`src/rtl/simd_addsub_acc.sv`:
```
// Two-stage registered N-lane SIMD add/sub/accumulate/load unit with per-lane
// accumulators, saturating or wrapping arithmetic and valid/ready flow control.
module simd_addsub_acc #(
  parameter int N = 4,
  parameter int W = 10
) (
  input  logic         clk,
  input  logic         rst,
  input  logic         in_valid,
  output logic         in_ready,
  input  logic [1:0]   op,
  input  logic         sat,
  input  logic         sgn,
  input  logic [W-1:0] a [N-1:0],
  input  logic [W-1:0] b [N-1:0],
  output logic         out_valid,
  input  logic         out_ready,
  output logic [W-1:0] out [N-1:0],
  output logic [N-1:0] ovf
);

  localparam logic [1:0] OP_ADD  = 2'b00;
  localparam logic [1:0] OP_SUB  = 2'b01;
  localparam logic [1:0] OP_ACC  = 2'b10;
  localparam logic [1:0] OP_LOAD = 2'b11;

  logic         s1_valid_r;
  logic [1:0]   s1_op_r;
  logic         s1_sat_r;
  logic         s1_sgn_r;
  logic [W-1:0] s1_a_r [N-1:0];
  logic [W-1:0] s1_b_r [N-1:0];
  logic [W-1:0] acc_r [N-1:0];
  logic [W:0]   lane_s [N-1:0];
  logic [W-1:0] res_s [N-1:0];
  logic [N-1:0] res_ovf_s;
  logic         s2_free_s;
  logic         advance_s;
  logic         accept_s;

  // One lane in W+1 bits; returns {overflow, clamped-or-wrapped result}.
  function automatic logic [W:0] lane_calc(
    input logic [W-1:0] x,
    input logic [W-1:0] y,
    input logic         sub,
    input logic         do_sat,
    input logic         is_sgn
  );
    logic [W:0]   xe;
    logic [W:0]   ye;
    logic [W:0]   r;
    logic         o;
    logic [W-1:0] v;
    xe = {is_sgn & x[W-1], x};
    ye = {is_sgn & y[W-1], y};
    if (sub) begin
      r = xe - ye;
    end else begin
      r = xe + ye;
    end
    // Signed: the extra bit disagrees with the W-bit sign; unsigned: carry/borrow out.
    if (is_sgn) begin
      o = r[W] ^ r[W-1];
    end else begin
      o = r[W];
    end
    if (o && do_sat) begin
      if (is_sgn) begin
        v = r[W] ? {1'b1, {(W-1){1'b0}}} : {1'b0, {(W-1){1'b1}}};
      end else if (sub) begin
        v = {W{1'b0}};
      end else begin
        v = {W{1'b1}};
      end
    end else begin
      v = r[W-1:0];
    end
    return {o, v};
  endfunction

  assign s2_free_s = !out_valid || out_ready;
  assign advance_s = s1_valid_r && s2_free_s;
  assign in_ready  = !s1_valid_r || s2_free_s;
  assign accept_s  = in_valid && in_ready;

  // Stage-1 operand and mode capture on the input handshake.
  always_ff @(posedge clk) begin
    if (rst) begin
      s1_valid_r <= 1'b0;
      s1_op_r    <= 2'b00;
      s1_sat_r   <= 1'b0;
      s1_sgn_r   <= 1'b0;
      for (int i = 0; i < N; i++) begin
        s1_a_r[i] <= {W{1'b0}};
        s1_b_r[i] <= {W{1'b0}};
      end
    end else if (accept_s) begin
      s1_valid_r <= 1'b1;
      s1_op_r    <= op;
      s1_sat_r   <= sat;
      s1_sgn_r   <= sgn;
      for (int i = 0; i < N; i++) begin
        s1_a_r[i] <= a[i];
        s1_b_r[i] <= b[i];
      end
    end else if (advance_s) begin
      s1_valid_r <= 1'b0;
    end
  end

  // Per-lane result; ACC reads the accumulator already updated by the previous beat.
  always_comb begin
    res_ovf_s = {N{1'b0}};
    for (int i = 0; i < N; i++) begin
      lane_s[i] = {(W+1){1'b0}};
      case (s1_op_r)
        OP_ADD:  lane_s[i] = lane_calc(s1_a_r[i], s1_b_r[i], 1'b0, s1_sat_r, s1_sgn_r);
        OP_SUB:  lane_s[i] = lane_calc(s1_a_r[i], s1_b_r[i], 1'b1, s1_sat_r, s1_sgn_r);
        OP_ACC:  lane_s[i] = lane_calc(acc_r[i], s1_a_r[i], 1'b0, s1_sat_r, s1_sgn_r);
        OP_LOAD: lane_s[i] = {1'b0, s1_a_r[i]};
        default: lane_s[i] = {1'b0, s1_a_r[i]};
      endcase
      res_s[i]     = lane_s[i][W-1:0];
      res_ovf_s[i] = lane_s[i][W];
    end
  end

  // Stage-2 output registers and accumulators, held while the consumer stalls.
  always_ff @(posedge clk) begin
    if (rst) begin
      out_valid <= 1'b0;
      ovf       <= {N{1'b0}};
      for (int i = 0; i < N; i++) begin
        out[i]   <= {W{1'b0}};
        acc_r[i] <= {W{1'b0}};
      end
    end else if (advance_s) begin
      out_valid <= 1'b1;
      ovf       <= res_ovf_s;
      for (int i = 0; i < N; i++) begin
        out[i] <= res_s[i];
        if ((s1_op_r == OP_ACC) || (s1_op_r == OP_LOAD)) begin
          acc_r[i] <= res_s[i];
        end
      end
    end else if (out_ready) begin
      out_valid <= 1'b0;
    end
  end

endmodule

```
`config.mk`:
```
export PLATFORM = sky130hd
export DESIGN_NAME = simd_addsub_acc
export DESIGN_NICKNAME = d
export VERILOG_FILES = /design/src/rtl/simd_addsub_acc.sv
export SDC_FILE = /design/constraint.sdc
export NUM_CORES = 1
export LEC_CHECK = 0
export CORE_MARGIN = 3
export CORE_UTILIZATION = 40
export CTS_CLUSTER_SIZE = 25
export DETAILED_ROUTE_END_ITERATION = 12
export GPL_ROUTABILITY_DRIVEN = 0
export GPL_TIMING_DRIVEN = 0
export PLACE_DENSITY = 0.62
export SLEW_MARGIN = 40
export SYNTH_ARGS = -nofsm -noshare
export SYNTH_HDL_FRONTEND = slang
export SYNTH_SLANG_ARGS = --single-unit
export TNS_END_PERCENT = 100
```
`constraint.sdc`:
```
create_clock -name clk -period 10.25 [get_ports clk]
set_input_delay 2.5625 -clock clk [delete_from_list [all_inputs] [get_ports clk]]
set_output_delay 2.5625 -clock clk [all_outputs]
set_load 0.03 [all_outputs]
```
==> run_results.csv <==
group,metric,value,unit
clock_network,cts_tree,"built",
yosys,synthTopCellsByArea,"edfxtp_1 26%, ha_1 11%, dfxtp_1 7.1%",
route,ant_nets,0,
timing,period_needed,6.59,ns
yosys,yosys.area.top_type_share,0.255,
clock_network,clock_insertion_delay_worst_skew,0.46,ns
cells_and_area,nets,1967,
critical_path,start_kind,"input pin",
critical_path,cp_slowest_stage_delay,0.62,ns
yosys,yosysWarnings,0,
clock_network,cts_max_level,4,
critical_path,critPathCaptureType,"output pin",
yosys,seq_area_frac_synth,0.326,
global_route,grt_max_degree,55,
timing,drv_slew,0,
cells_and_area,synthToLayoutAreaGrowth,18.1,%
timing,slew_headroom,0.358,
clock_network,numCtsBuffers,17,
route,viasPerCell,5.71,
power_and_ir_drop,power_frac_seq,0.369,
die,core_area,34600,um2
yosys,synth_compound_area_frac,0.218,
route,first_iter_violations,1101,
die,die-height,194,um
global_route,grt_usage,0.226,
power_and_ir_drop,p_switching,0.792,mW
critical_path,worstPathCellList,"clkdlybuf4s50_1 -> nor2b_1 -> nand2_1 -> clkdlybuf4s50_1",
yosys,synth_xor_area_frac,0.0602,
yosys,synth_top_family_by_area,"compound AO/OA/AOI/OAI gates",
clock_network,clk_pin_slew,0.07,ns
power_and_ir_drop,leakagePower,6.50,nW
power_and_ir_drop,ir_drop,0.137,mV
global_route,grt_pass1_wl,67.2,mm
critical_path,required,7.69,ns
yosys,synth.area.mux_share,0.00762,
global_route,grtUsageMet2,0.360,
route,wl_per_cell,19.8,um
global_route,gr-max-usage-layer,"met2",
die,die-area,37600,um2
cells_and_area,drive_above_1_share,0.0602,
route,post-route-drc-count,0,
critical_path,cpMostUsedCell,"clkdlybuf4s50_1",
yosys,syn-num-nets,1813,
power_and_ir_drop,power_density,135,nW/um2
cells_and_area,final_cells,2215,
global_route,grt_pass1_vias,12000,
global_route,met1_usage,0.306,
yosys,yosys.area_share.adder,0.123,
route,via_count,12600,
critical_path,ff2ff_setup_slack,5.86,ns
critical_path,cp_slowest_cell,"clkdlybuf4s50_1",
yosys,synth_area_leader_cell,"edfxtp_1",
global_route,antenna_found_initial,1,
placement,place_inst,2183,
power_and_ir_drop,pwr-share-clk,0.298,
timing,final-setup-viol-count,0,
critical_path,cp.arrival,4.02,ns
route,wl,43.8,mm
die,pin_count,134,
clock_network,cts_root_buf,"clkbuf_16",
clock_network,cts_hold_buf,0,
yosys,synth_area,14100,um2
yosys,avgSynthCellArea,8.86,um2
clock_network,clockBufferDepth,2,
global_route,grt_overflow,0,
yosys,ys.flop_type,"edfxtp_1",
yosys,synth-simple-area-share,0.217,
placement,portBuffers,133,
worst_hold_path,hp-class,"reg -> reg",
power_and_ir_drop,p_int,1.45,mW
clock_network,cts_setup_buffers,0,
critical_path,path_max_fanout,5,
timing,tns,0,ns
timing,clock.fmax,0.152,GHz
clock_network,clkSinkCount,170,
timing,skew,0.0159,ns
yosys,async_flop_share,0,
job,max_cap_viol_count,0,
timing,worstMarginPinSlew,0.959,ns
die,num_rows,68,
timing,rsz0062_at_grt,"false",
power_and_ir_drop,swShare,0.353,
placement,dpl.hpwl,32.8,mm
yosys,syn_inst,1593,
yosys,ys_ff_latch,170,
critical_path,path_class,"in -> out",
power_and_ir_drop,pwr-share-comb,0.333,
timing,finalCritPeriodShare,0.643,
clock_network,cts_resized,0,
route,dr.pass1.iters,5,
global_route,use_met3,0.0568,
die,start_util,0.408,
cells_and_area,antenna_cells,0,
yosys,post_synth_num_cell_types,92,
timing,hold_violations,0,
yosys,synth_enable_flop_cells,120,
die,chipWidth,194,um
outcome,outcome,"complete, no violations",
-- worst max-delay path, delay by kind of cell --
| kind | cells | cell delay, ns |
|---|---|---|
| simple gates | 2 | 0.44 |
| buf+inv | 2 | 1.02 |
-- per-layer routing --
metal  part of all wire  wire length [um]
met1               0.45             19500
met2               0.45             19600
met3              0.082              3590
met4              0.023              1010
met5                  0                 0
-- layout make-up --
type                       instances  area [um2]
timing repair buffer             135        1380
sequential                       170        4600
fill                            3311       18000
buffer                            78         327
tap                              455         569
multi-input combinational       1253        8860
clock buffer                      19         433
inverter                          92         350
clock inverter                    13         146
-- final timing paths --
kind,from,end,cells past startpoint
worst min-delay path,out[1],out[1],2
worst min register to register,out[1],out[1],2
worst max register to register,s1_a_r[0][0],acc_r[0][5],13
worst max-delay path,out_ready,in_ready,4
-- state kept, by name (all words and copies together), names as in the netlist --
name        flops
acc_r          40
out            40
s1_a_r         40
s1_b_r         40
ovf             4
s1_op_r         2
out_valid       1
s1_sat_r        1
s1_sgn_r        1
s1_valid_r      1
-- cell families (layout without fill, tap and decap cells) --
family / Yosys count / in the layout
buffers and inverters: 170 / 337
DFF: 170 / 170
and+or+nand+nor: 586 / 586
muxes: 9 / 9
adders and majority gates: 132 / 132
xor gates and xnor gates: 97 / 97
AOI/OAI and AO/OA: 429 / 429
-- placed cells by master (no fill, tap or decap), types with 23 or more instances in the layout --
cell type / n
dfxtp_1: 50
nand2b_1: 23
and2_1: 87
xor2_1: 37
clkbuf_1: 58
nor2_1: 165
inv_1: 90
a21oi_1: 75
nand3b_1: 26
o21ai_0: 91
nor3_1: 42
nor2b_1: 40
nand2_1: 98
clkdlybuf4s50_1: 133
ha_1: 120
edfxtp_1: 120
xnor2_1: 60
o211ai_1: 24
-- synthesized netlist by cell type, types with 9 or more instances --
| library cell | instances |
|---|---|
| nor2_1 | 165 |
| edfxtp_1 | 120 |
| ha_1 | 120 |
| nand2_1 | 98 |
| inv_1 | 91 |
| o21ai_0 | 91 |
| and2_1 | 87 |
| a21oi_1 | 76 |
| xnor2_1 | 60 |
| clkbuf_1 | 57 |
| dfxtp_1 | 50 |
| nor3_1 | 42 |
| nor2b_1 | 40 |
| xor2_1 | 37 |
| nand3b_1 | 26 |
| o211ai_1 | 24 |
| nand2b_1 | 23 |
| o31ai_1 | 21 |
| a211oi_1 | 19 |
| buf_2 | 17 |
| o21a_1 | 16 |
| and3_1 | 15 |
| nand3_1 | 15 |
| a21o_1 | 13 |
| a31oi_1 | 13 |
| or3_1 | 13 |
| fa_1 | 12 |
| o2111ai_1 | 12 |
| a2111oi_0 | 11 |
| a22o_1 | 11 |
| a32o_1 | 11 |
| nor4_1 | 9 |
| o221ai_1 | 9 |
-- power groups by stage --
| stage | clock network [mW] | logic, mW | registers (mW) |
|---|---|---|---|
| 2_1_floorplan | 0 | 0.495 | 0.855 |
| 3_3_place_gp | 0 | 0.719 | 0.845 |
| 3_5_place_dp | 0 | 0.734 | 0.843 |
| 4_1_cts | 0.680 | 0.739 | 0.829 |
| 5_1_grt | 0.707 | 0.823 | 0.834 |
| 6_report | 0.669 | 0.747 | 0.829 |
-- per-stage QoR --
step	worst slack [ns]	area [um2]	total power, mW	util	hold slack, ns
final	3.66	16700	2.24	0.481	0.488
after global routing	3.63	16700	2.36	0.481	0.515
after CTS	3.66	16700	2.25	0.481	0.491
after detailed placement	3.68	16100	1.58	0.465	0.478
after global placement	3.48	16000	1.56	0.462	0.469
after floorplan	4.66	14100	1.35	-	0.496
Power figures use the tool's default switching activity.
